===== src/rtl/uart_line_echo.sv =====
// uart_line_echo: line-buffered echo engine between a byte-level UART receiver
// and a byte-level UART transmitter.
//
// Received bytes are collected into a line buffer until a terminator (CR or LF)
// or an idle timeout. The line is then replayed to the transmitter, optionally
// case-mapped, optionally followed by CR LF. Bytes arriving during replay are
// dropped and counted.
//
// Ports:
//   sys_clk, sys_rst_n  clock, asynchronous active-low reset
//   rx_data, rx_valid   received byte strobe (no backpressure)
//   tx_data, tx_valid,  transmit byte with valid/ready handshake
//   tx_ready
//   busy                high while a line is being replayed
//   line_done           one-cycle pulse when a line's echo completes
//   line_len, overflow  length / truncation of the last completed line
//   drop_cnt            saturating count of bytes received while busy
//   last_rx             most recent received byte
module uart_line_echo #(
  parameter int unsigned MAX_LEN      = 64,
  parameter int unsigned LEN_W        = $clog2(MAX_LEN + 1),
  parameter int unsigned IDLE_TIMEOUT = 0,
  parameter int unsigned CASE_MODE    = 0,
  parameter int unsigned APPEND_CRLF  = 1,
  parameter int unsigned SKIP_EMPTY   = 1
) (
  input  logic             sys_clk,
  input  logic             sys_rst_n,
  input  logic [7:0]       rx_data,
  input  logic             rx_valid,
  output logic [7:0]       tx_data,
  output logic             tx_valid,
  input  logic             tx_ready,
  output logic             busy,
  output logic             line_done,
  output logic [LEN_W-1:0] line_len,
  output logic             overflow,
  output logic [7:0]       drop_cnt,
  output logic [7:0]       last_rx
);

  localparam int unsigned PtrW     = (MAX_LEN > 1) ? $clog2(MAX_LEN) : 1;
  localparam int unsigned IdleW    = (IDLE_TIMEOUT > 1) ? $clog2(IDLE_TIMEOUT + 1) : 1;
  localparam int unsigned IdleLast = (IDLE_TIMEOUT > 0) ? IDLE_TIMEOUT - 1 : 0;
  localparam logic [LEN_W-1:0] MaxLen = LEN_W'(MAX_LEN);
  localparam logic [7:0] ChCr = 8'h0D;
  localparam logic [7:0] ChLf = 8'h0A;

  typedef enum logic [2:0] {StRecv, StLoad, StSend, StCr, StLf} state_e;

  state_e           state_q, state_d;
  logic [LEN_W-1:0] wr_ptr_q, wr_ptr_d;
  logic [LEN_W-1:0] rd_ptr_q, rd_ptr_d;
  logic [LEN_W-1:0] len_q, len_d;
  logic             ovf_q, ovf_d;
  logic             pend_cr_q, pend_cr_d;
  logic [IdleW-1:0] idle_cnt_q, idle_cnt_d;
  logic [7:0]       tx_data_q, tx_data_d;
  logic             line_done_q, line_done_d;
  logic [LEN_W-1:0] line_len_q, line_len_d;
  logic             overflow_q, overflow_d;
  logic [7:0]       drop_cnt_q, drop_cnt_d;
  logic [7:0]       last_rx_q, last_rx_d;

  logic [7:0]       line_mem [MAX_LEN];
  logic             mem_we;
  logic             line_end;
  logic             finish;
  logic             is_term;

  function automatic logic [7:0] map_case(input logic [7:0] b);
    logic [7:0] r;
    r = b;
    if (CASE_MODE == 1 && b >= 8'h61 && b <= 8'h7A) r = b - 8'h20;
    if (CASE_MODE == 2 && b >= 8'h41 && b <= 8'h5A) r = b + 8'h20;
    return r;
  endfunction

  assign is_term = (rx_data == ChCr) || (rx_data == ChLf);

  always_comb begin
    state_d     = state_q;
    wr_ptr_d    = wr_ptr_q;
    rd_ptr_d    = rd_ptr_q;
    len_d       = len_q;
    ovf_d       = ovf_q;
    pend_cr_d   = pend_cr_q;
    idle_cnt_d  = idle_cnt_q;
    tx_data_d   = tx_data_q;
    line_done_d = 1'b0;
    line_len_d  = line_len_q;
    overflow_d  = overflow_q;
    drop_cnt_d  = drop_cnt_q;
    last_rx_d   = last_rx_q;
    mem_we      = 1'b0;
    line_end    = 1'b0;
    finish      = 1'b0;

    if (rx_valid) last_rx_d = rx_data;

    unique case (state_q)
      StRecv: begin
        if (rx_valid) begin
          idle_cnt_d = '0;
          if (pend_cr_q && rx_data == ChLf) begin
            // Second half of a CR LF pair: swallow it.
            pend_cr_d = 1'b0;
          end else begin
            pend_cr_d = (rx_data == ChCr);
            if (is_term) begin
              line_end = 1'b1;
            end else if (wr_ptr_q == MaxLen) begin
              ovf_d = 1'b1;
            end else begin
              mem_we   = 1'b1;
              wr_ptr_d = wr_ptr_q + LEN_W'(1);
            end
          end
        end else if (IDLE_TIMEOUT != 0 && wr_ptr_q != '0) begin
          if (idle_cnt_q == IdleW'(IdleLast)) line_end = 1'b1;
          else idle_cnt_d = idle_cnt_q + IdleW'(1);
        end

        if (line_end) begin
          idle_cnt_d = '0;
          if (wr_ptr_q == '0) begin
            if (SKIP_EMPTY == 0) begin
              if (APPEND_CRLF != 0) begin
                // Empty line goes straight to the suffix, no LOAD cycle.
                len_d     = '0;
                tx_data_d = ChCr;
                state_d   = StCr;
              end else begin
                line_done_d = 1'b1;
                line_len_d  = '0;
                overflow_d  = 1'b0;
              end
            end
          end else begin
            len_d    = wr_ptr_q;
            rd_ptr_d = '0;
            state_d  = StLoad;
          end
        end
      end

      StLoad: begin
        tx_data_d = map_case(line_mem[rd_ptr_q[PtrW-1:0]]);
        state_d   = StSend;
      end

      StSend: begin
        if (tx_ready) begin
          rd_ptr_d = rd_ptr_q + LEN_W'(1);
          if (rd_ptr_q + LEN_W'(1) < len_q) begin
            state_d = StLoad;
          end else if (APPEND_CRLF != 0) begin
            tx_data_d = ChCr;
            state_d   = StCr;
          end else begin
            finish = 1'b1;
          end
        end
      end

      StCr: begin
        if (tx_ready) begin
          tx_data_d = ChLf;
          state_d   = StLf;
        end
      end

      StLf: begin
        if (tx_ready) finish = 1'b1;
      end

      default: state_d = StRecv;
    endcase

    if (finish) begin
      state_d     = StRecv;
      line_done_d = 1'b1;
      line_len_d  = len_q;
      overflow_d  = ovf_q;
      wr_ptr_d    = '0;
      ovf_d       = 1'b0;
    end

    if (state_q != StRecv && rx_valid && drop_cnt_q != 8'hFF) begin
      drop_cnt_d = drop_cnt_q + 8'd1;
    end
  end

  always_ff @(posedge sys_clk or negedge sys_rst_n) begin
    if (!sys_rst_n) begin
      state_q     <= StRecv;
      wr_ptr_q    <= '0;
      rd_ptr_q    <= '0;
      len_q       <= '0;
      ovf_q       <= 1'b0;
      pend_cr_q   <= 1'b0;
      idle_cnt_q  <= '0;
      tx_data_q   <= '0;
      line_done_q <= 1'b0;
      line_len_q  <= '0;
      overflow_q  <= 1'b0;
      drop_cnt_q  <= '0;
      last_rx_q   <= '0;
    end else begin
      state_q     <= state_d;
      wr_ptr_q    <= wr_ptr_d;
      rd_ptr_q    <= rd_ptr_d;
      len_q       <= len_d;
      ovf_q       <= ovf_d;
      pend_cr_q   <= pend_cr_d;
      idle_cnt_q  <= idle_cnt_d;
      tx_data_q   <= tx_data_d;
      line_done_q <= line_done_d;
      line_len_q  <= line_len_d;
      overflow_q  <= overflow_d;
      drop_cnt_q  <= drop_cnt_d;
      last_rx_q   <= last_rx_d;
    end
  end

  // Line storage needs no reset; only bytes below wr_ptr are ever read.
  always_ff @(posedge sys_clk) begin
    if (mem_we) line_mem[wr_ptr_q[PtrW-1:0]] <= rx_data;
  end

  assign tx_valid  = (state_q == StSend) || (state_q == StCr) || (state_q == StLf);
  assign busy      = (state_q != StRecv);
  assign tx_data   = tx_data_q;
  assign line_done = line_done_q;
  assign line_len  = line_len_q;
  assign overflow  = overflow_q;
  assign drop_cnt  = drop_cnt_q;
  assign last_rx   = last_rx_q;

endmodule

===== config.mk =====
export PLATFORM = sky130hd
export DESIGN_NAME = uart_line_echo
export DESIGN_NICKNAME = d
export VERILOG_FILES = /design/src/rtl/uart_line_echo.sv
export SDC_FILE = /design/constraint.sdc
export NUM_CORES = 1
export LEC_CHECK = 0
export ABC_AREA = 0
export CAP_MARGIN = 20
export CORE_ASPECT_RATIO = 1.25
export CORE_MARGIN = 2
export CORE_UTILIZATION = 55
export DETAILED_ROUTE_END_ITERATION = 10
export PLACE_DENSITY = 0.72
export RECOVER_POWER = 50
export SLEW_MARGIN = 30
export SYNTH_ARGS = -nofsm -noshare
export SYNTH_HDL_FRONTEND = slang
export SYNTH_SLANG_ARGS = --single-unit
export TNS_END_PERCENT = 30

===== constraint.sdc =====
create_clock -name sys_clk -period 3.6 [get_ports sys_clk]
set_input_delay 0.36 -clock sys_clk [delete_from_list [all_inputs] [get_ports sys_clk]]
set_output_delay 0.36 -clock sys_clk [all_outputs]
set_load 0.03 [all_outputs]

==> summary by stage, run 1 <==
Placement
The number of placed cells counting well taps is 1785. The number of buffers inserted by port buffering is 46. The placed wire-length estimate is 31300 um. The final estimated routing congestion in global placement is 0.911.

Before CTS, the worst setup slack after placement is 454 ps.

Pwr
The worst-case IR drop observed on VDD is 330 uV. The total leakage power is 8.37 nW. The ratio of total power to cell area is 539 nW/um2.

Synthesis
The cell type contributing the most total cell area after synthesis is edfxtp_1. The count of synthesis-stage warnings from yosys is 0. edfxtp_1 is the most common cell in the netlist. The dominant register cell in the synthesized netlist is edfxtp_1. In the synthesized netlist, the number of instances is 1164. The average cell area after synthesis is 19.5 um2.

The synthesized netlist contains 55 unique library cells. Of all flip-flops after synthesis, the portion carrying an async set or reset was 10.3%. Yosys attributes the largest share of cell area to edfxtp_1 (68%), mux4_2 (14%), dfrtp_1 (6.5%). The net count after synthesis is 1186. The proportion of synthesized chip area in sequential cells is 74.4%. The netlist area before placement is 22600 um2. By count the netlist is led by edfxtp_1 (512), mux4_2 (141), nor2_1 (103). The synthesized design contains 571 register bits.

The number of flops mapped to enable cells by yosys is 512. After synthesis, the largest area contributor takes up 67.9% of total cell area.

Timing
The relative max-transition margin is -123%. The worst-margin pin slew is 3340 ps. Setup repair after global routing left no endpoint under its margin.

On the final layout, the worst clock skew is 24.8 ps. Counting I/O delays and the setup requirement, the final critical path takes 3200 ps. In the post-route analysis, the smallest setup slack over all paths is 405 ps. The worst hold slack after final layout is 291 ps. The final setup violation count is 0. The final hold violation count is 0. The aggregate negative setup slack is 0 ps. The final number of max-transition violations came to 486.

For this run, the top clock speed supported by timing is 313 MHz. The ratio of final minimum period to clock period is 88.8%.

Global routing
The number of antenna violations at the first check in global routing came to 0. The number of global-route vias before repair is 11700. The pin count of the biggest net entering global routing is 69. In the global route stage, overall resource usage came out at 24.6%. For this run the aggregate overflow at the end of global routing stands at 0. The wire length of the first global-routing pass is 76200 um.

Status
The final reports fail on capacitance limit, slew limit. The run finished, with violations left.

Clock network
At the later pin of the worst-skew pair, clock insertion delay measures 590 ps. The deepest level of the CTS H-tree is 2. The clock drives 571 sinks. The CTS buffer count is 52.

In this run, post-CTS repair resized a total of 0 instances. TritonCTS built the clock tree. Clock-pin slew was measured on the worst setup and hold paths at 70 ps. The buffer type at the clock tree root is clkbuf_16. The longest clock path from root to sink contains 3 buffers. Buffers added to address setup during post-CTS repair amount to 0.

Critical path
For the worst setup path, the data required time is 3490 ps. Traced cell by cell, the critical path runs through clkbuf_1 -> clkbuf_1. The worst register-to-register path ends at line_mem[43][5]. By startpoint and endpoint, the worst setup path is classified as input pin to register. The critical path launch point type is an input pin. At the worst endpoint, the arrival time is 3080 ps. The maximum single-stage delay on the critical path is 2380 ps. For the worst flop-to-flop path, the logic depth is 6. The startpoint of the worst setup timing path is rx_data[1]. The reg2reg setup slack is 450 ps. The family with the most delay on the worst path is buffers and inverters. The slowest stage of the critical path is the clkbuf_1 cell. The buffering stage count on the worst path with inverters included is 2. The cell occurring most often along the worst timing path is clkbuf_1. The kind of capture point of the worst setup path is a register. The maximum fanout encountered on the critical timing path is 64.

The launching point of the worst reg2reg path is wr_ptr_q[3].

Drt
After detailed routing, the average wire length per cell comes to 26.8 um. Before antenna repair, the detailed router went through 7 iterations. The routed layout has 11500 vias. The post-detailed-routing wire length is 50500 um. Using the TritonRoute via totals, the vias-per-cell ratio works out to 6.13.

The number of nets still failing antenna checks after routing is 0. For this block, the initial DRC count from the detailed router was 1397. The detailed-route DRC error count is 0.

Floorplanning
In this run the core area contains 83 standard-cell rows. The initial cell density of the core is 55.5%. The die covers 42800 um2.

From left edge to right edge, the die measures 185 um. The standard cell core area is 40800 um2. The vertical die dimension is 231 um. The count of pins on the block boundary is 47.

Run
Across the run, the number of max-cap violations was 8.

Final layout
The share of layout cells above drive strength 1 is 23.6%. From synthesis to final layout, the design area changed by 13.4%. The count of cells in the finished layout, fillers not included, comes to 1882. The post-layout utilization of the core is 62.9%. The number of fill cells in the layout is 2758. The final layout net count is 1310.

Hold path
The sink of the worst hold path is line_mem[40][0]. The min-delay analysis places its worst path in the category input pin to register. The launch instance of the worst min-delay path is rx_data[0].

Counting instances, the worst hold path has a depth of 1.
==> flip-flops by register name, summed over array words and instances, names as in the netlist, 3 cells and up <==
signal and count:
line_mem 512, wr_ptr_q 7, rd_ptr_q 7, len_q 7
drop_cnt 8, last_rx 8, tx_data 8, line_len 7
state_q 3
==> per-layer routing <==
layer / GRT usage (%) / up-vias / part of all wire (%)
met5: 0 / - / 0
met4: 7.94 / 0 / 3.0
met3: 3.60 / 86 / 7.2
met2: 40.1 / 486 / 50
met1: 34.5 / 6036 / 40
li1: - / 4923 / -
==> where the power goes <==
| part | switching (mW) | total [mW] | internal [mW] |
|---|---|---|---|
| sequential | 0.141 | 7.65 | 7.51 |
| clock | 2.31 | 5.17 | 2.86 |
| combinational | 0.688 | 1.02 | 0.329 |
| total | 3.14 | 13.8 | 10.7 |
==> through the flow <==
| step | instance area (um2) | total power [mW] |
|---|---|---|
| 2_1_floorplan | 22600 | 8.30 |
| 5_1_grt | 25700 | 14.3 |
| 3_3_place_gp | 24100 | 8.77 |
| 6_report | 25700 | 13.8 |
| 4_1_cts | 25700 | 13.9 |
| 3_5_place_dp | 24100 | 8.80 |
==> cells in the final DEF (no fill, tap or decap), types with 12 or more instances in the layout <==
cell type        count
mux2i_1             18
o21ai_0             20
xnor2_1             12
buf_4               70
clkbuf_1            25
nor2_1             103
nand2_1             59
nand3_1             28
dfrtp_1             56
inv_1               22
mux2_2              22
clkdlybuf4s50_1     36
edfxtp_1           512
clkinv_1            21
mux4_2             141
clkbuf_16           53
==> cell families after synthesis <==
logic type	synth area share [%]
adders and majority gates	0.553
xor gates and xnor gates	0.696
DFF	74.4
AOI/OAI and AO/OA	2.34
muxes	15.9
buffers and inverters	1.75
and+or+nand+nor	4.31
==> worst max-delay path by stage <==
stage                     slack (ps)              end  cells past startpoint
final                            400  line_mem[28][1]                      2
after global routing             190  line_mem[28][1]                      2
after CTS                        430  line_mem[43][5]                      6
after detailed placement         450  line_mem[43][6]                      6
after global placement           550   line_mem[0][0]                      6
after floorplan                  400       tx_data[1]                     15
==> layout make-up <==
class | count | area (um2) | share of cell area, %
diodes | 1 | 2.50 | 0.00975
clock buffers | 62 | 1380 | 5.38
clock inverters | 33 | 199 | 0.775
inverters | 22 | 82.6 | 0.322
multi-input cells | 509 | 5390 | 21.0
flip-flops and latches | 571 | 16900 | 65.7
well taps | 552 | 691 | 2.69
repair buffers | 132 | 1060 | 4.14
==> repair_timing <==
item	CTS	global route
hold buffers	1	0
setup endpoints to repair	0	0
hold endpoints to repair	30	0
(Power assumes the default switching activity.)
==> inputs of run 2 (changes only) <==
- ABC_CLOCK_PERIOD_IN_PS: unset -> 3600
- SLEW_MARGIN: 30 -> unset
==> results of run 2 <==
The final DEF is identical to that of run 1; final timing and power are the same.
==> inputs of run 3 (changes only) <==
- GPL_TIMING_DRIVEN: unset -> 0
==> run 3 against run 2 <==
  * The run ends with capacitance limit, slew limit, setup timing left
  * Die area did not move
  * First-iteration DRC count down 7.7%
  * Non-clock buffer count fell by 19
  * Sequential cell count stayed put
  * Count of clock-buffer cells in the layout rose by 4
  * Hold slack got worse by 190 ps
  * Maximum frequency fell by 14%
==> summary by stage, run 3 (same netlist as run 1, synthesis figures left out) <==
Status
The run finished, with violations left. The checks that failed: capacitance limit, slew limit, setup timing.

Timing
The ratio of final minimum period to clock period was 103% (+14 points). Setup repair after global routing could not meet its margin everywhere. The final critical delay including setup and external delays is 3710 ps (+511 ps). The worst hold slack after final layout is 97.1 ps (-194 ps). The final number of max-transition violations was 305 (-37%).

The final hold violation count is 0 (unchanged). The worst-margin pin slew is 2570 ps (-773 ps). The achievable frequency came to 270 MHz (-14%). The smallest setup slack after layout came to -106 ps (-511 ps).

The final setup violation count is 98 (+98). The worst setup skew after layout was 16.6 ps (-8.16 ps). The aggregate negative setup slack came to -4880 ps (-4880 ps). The relative max-transition margin was -71.1% (+52 points).

Hold path
The classification of the worst-slack hold path is input pin to register.

Placement
The final estimated routing congestion in global placement is 0.971 (+6.6%). The placed standard-cell area is 23900 um2 (-0.88%). The placement-stage worst setup slack is -1000 ps (-1450 ps).

The placed wire-length estimate is 33900 um (+8.4%). The number of buffers inserted by port buffering is 45 (-2.2%). The number of placed cells counting well taps is 1770 (-0.84%).

Final layout
The final layout net count came to 1291 (-1.5%). The relative area change from synthesis to final layout is 13.1%. The most common cell after layout, fill and taps aside is edfxtp_1. The final cell count without fillers was 1860 (-1.2%). The final standard cell area without fillers is 25600 um2 (-0.23%).

The share of layout cells above drive strength 1 was 22.9% (-0.77 points). The number of fill cells in the layout is 2770 (+0.44%). The flip-flop count of the largest register after layout is 512 (unchanged). The sequential standard cell area is 16900 um2 (about the same).

The diode insertion count for antenna repair is 0 (-1). The library cells used most frequently in the layout, excluding fill and tap cells, are edfxtp_1 (512), mux4_2 (141), nor2_1 (74), nand2_1 (59), dfrtp_1 (59). The area taken by multi-input logic gates came to 5490 um2 (+1.8%). The post-layout utilization of the core is 62.8% (-0.14 points).

Global routing
The number of antenna violations at the first check in global routing is 0 (unchanged). The wire length of the first global-routing pass was 75400 um (-1.1%). The overall global routing resource usage is 24.5% (-0.026 points). The global-route congestion overflow total is 0 (unchanged). The pin count of the biggest net entering global routing was 66 (-4.3%). The number of global-route vias before repair is 11500 (-1.4%).

Drt
The detailed-route DRC error count is 0 (unchanged). The number of optimization iterations in the first detailed-route pass is 8 (+1). The via density per instance is 6.21 (+1.4%). The detailed router's first-iteration violation count came to 1289 (-7.7%). The via count came to 11600 (+0.22%).

The post-detailed-routing wire length is 50900 um (+0.82%). The number of nets still failing antenna checks after routing was 0 (unchanged). The detailed-route wire length per cell is 27.4 um (+2.0%).

Clock network
The clock-pin transition on the worst setup and hold timing paths is 70 ps (about the same). The buffer type at the clock tree root is clkbuf_16. The number of buffers on the longest clock path is 3 (unchanged). The later-pin clock latency in the skew report was 590 ps (about the same). TritonCTS built the clock tree. The CTS buffer count was 52 (unchanged). The TritonCTS sink count is 571 (unchanged). The post-CTS setup repair buffer count came to 0 (unchanged). The deepest level of the CTS H-tree is 2 (unchanged).

Pwr
The total leakage power is 8.22 nW (-1.8%). The total power is 14.2 mW (+2.5%). The ratio of total power to cell area is 554 nW/um2 (+2.7%). The worst supply voltage drop on vdd came to 326 uV (-1.1%).

Floorplanning
The standard cell core area is 40800 um2 (unchanged). The width of the chip came to 185 um (unchanged). The die footprint is 42800 um2 (unchanged). The initial cell density of the core was 55.5% (unchanged). The vertical die dimension is 231 um (unchanged). The count of pins on the block boundary is 47 (unchanged).

The number of core rows is 83 (unchanged).

Critical path
The critical path launch point type is a register. The type of the worst setup path is register to register. The signal arrival time at the worst endpoint was 3910 ps (+830 ps). The kind of capture point of the worst setup path is a register. The critical path data required time is 3810 ps (+320 ps). The maximum fanout encountered on the critical timing path is 10 (-84%).

Run
The total of max-cap violations is 6 (-2).
==> run 3: changes by cell type in the layout (fill, tap and decap cells not counted), moves of 2 or more <==
cell | before | now
buf_4 | 70 | 4
nor2_1 | 103 | 74
clkbuf_1 | 25 | 52
nor2_2 | 0 | 27
buf_2 | 1 | 14
clkinv_1 | 21 | 12
buf_6 | 0 | 8
buf_1 | 0 | 5
bufinv_16 | 2 | 7
clkinv_2 | 7 | 4
dfrtp_1 | 56 | 59
clkbuf_8 | 2 | 0
dfrtp_4 | 2 | 0
nor2_4 | 0 | 2
==> run 3: power breakdown <==
| group | internal (mW) | switching (mW) |
|---|---|---|
| clock | 3.20 | 2.31 |
| combinational | 0.314 | 0.752 |
| sequential | 7.51 | 0.106 |
| total | 11.0 | 3.17 |
==> run 3: cell type report <==
class / count / area share, %
buffer: 58 / 1.27
multi-input combinational: 509 / 21.4
tap: 552 / 2.70
clock inverter: 27 / 1.21
inverter: 22 / 0.322
clock buffer: 66 / 5.37
timing repair buffer: 55 / 1.91
sequential: 571 / 65.8
==> run 3: worst max-delay path: stages (launching register included) <==
cell,delay (ps)
dfrtp_1,320
buf_2,250
or3_1,150
clkbuf_1,370
or3b_1,290
o211ai_2,150
nor2_1,270
nand3_1,620
nor2_1,900
==> run 3: path summary, 6_finish.rpt <==
kind,from,end,slack [ps],depth (start not counted)
setup / recovery,wr_ptr_q[4],line_mem[1][6],-110,8
hold / removal,rx_data[1],line_mem[55][1],100,1
setup reg to reg,wr_ptr_q[4],line_mem[1][6],-110,8
hold reg to reg,last_rx[1],last_rx[1],500,1
max in group asynchronous,sys_rst_n,drop_cnt[3],2620,3
min in group asynchronous,sys_rst_n,tx_data[1],370,2
==> run 3: timing repair <==
item                       4_1_cts  5_1_grt
gates resized for setup         11       33
setup endpoints to repair       58      324
hold buffers                     1        0
hold endpoints to repair        28        0
==> run 3: routing by layer <==
layer	vias to the layer above	wire (um)	global-route usage, %
met4	0	1350	6.97
met3	95	3890	4.23
li1	4890	-	-
met1	6008	19800	33.8
met2	563	25800	40.7
met5	-	0	0
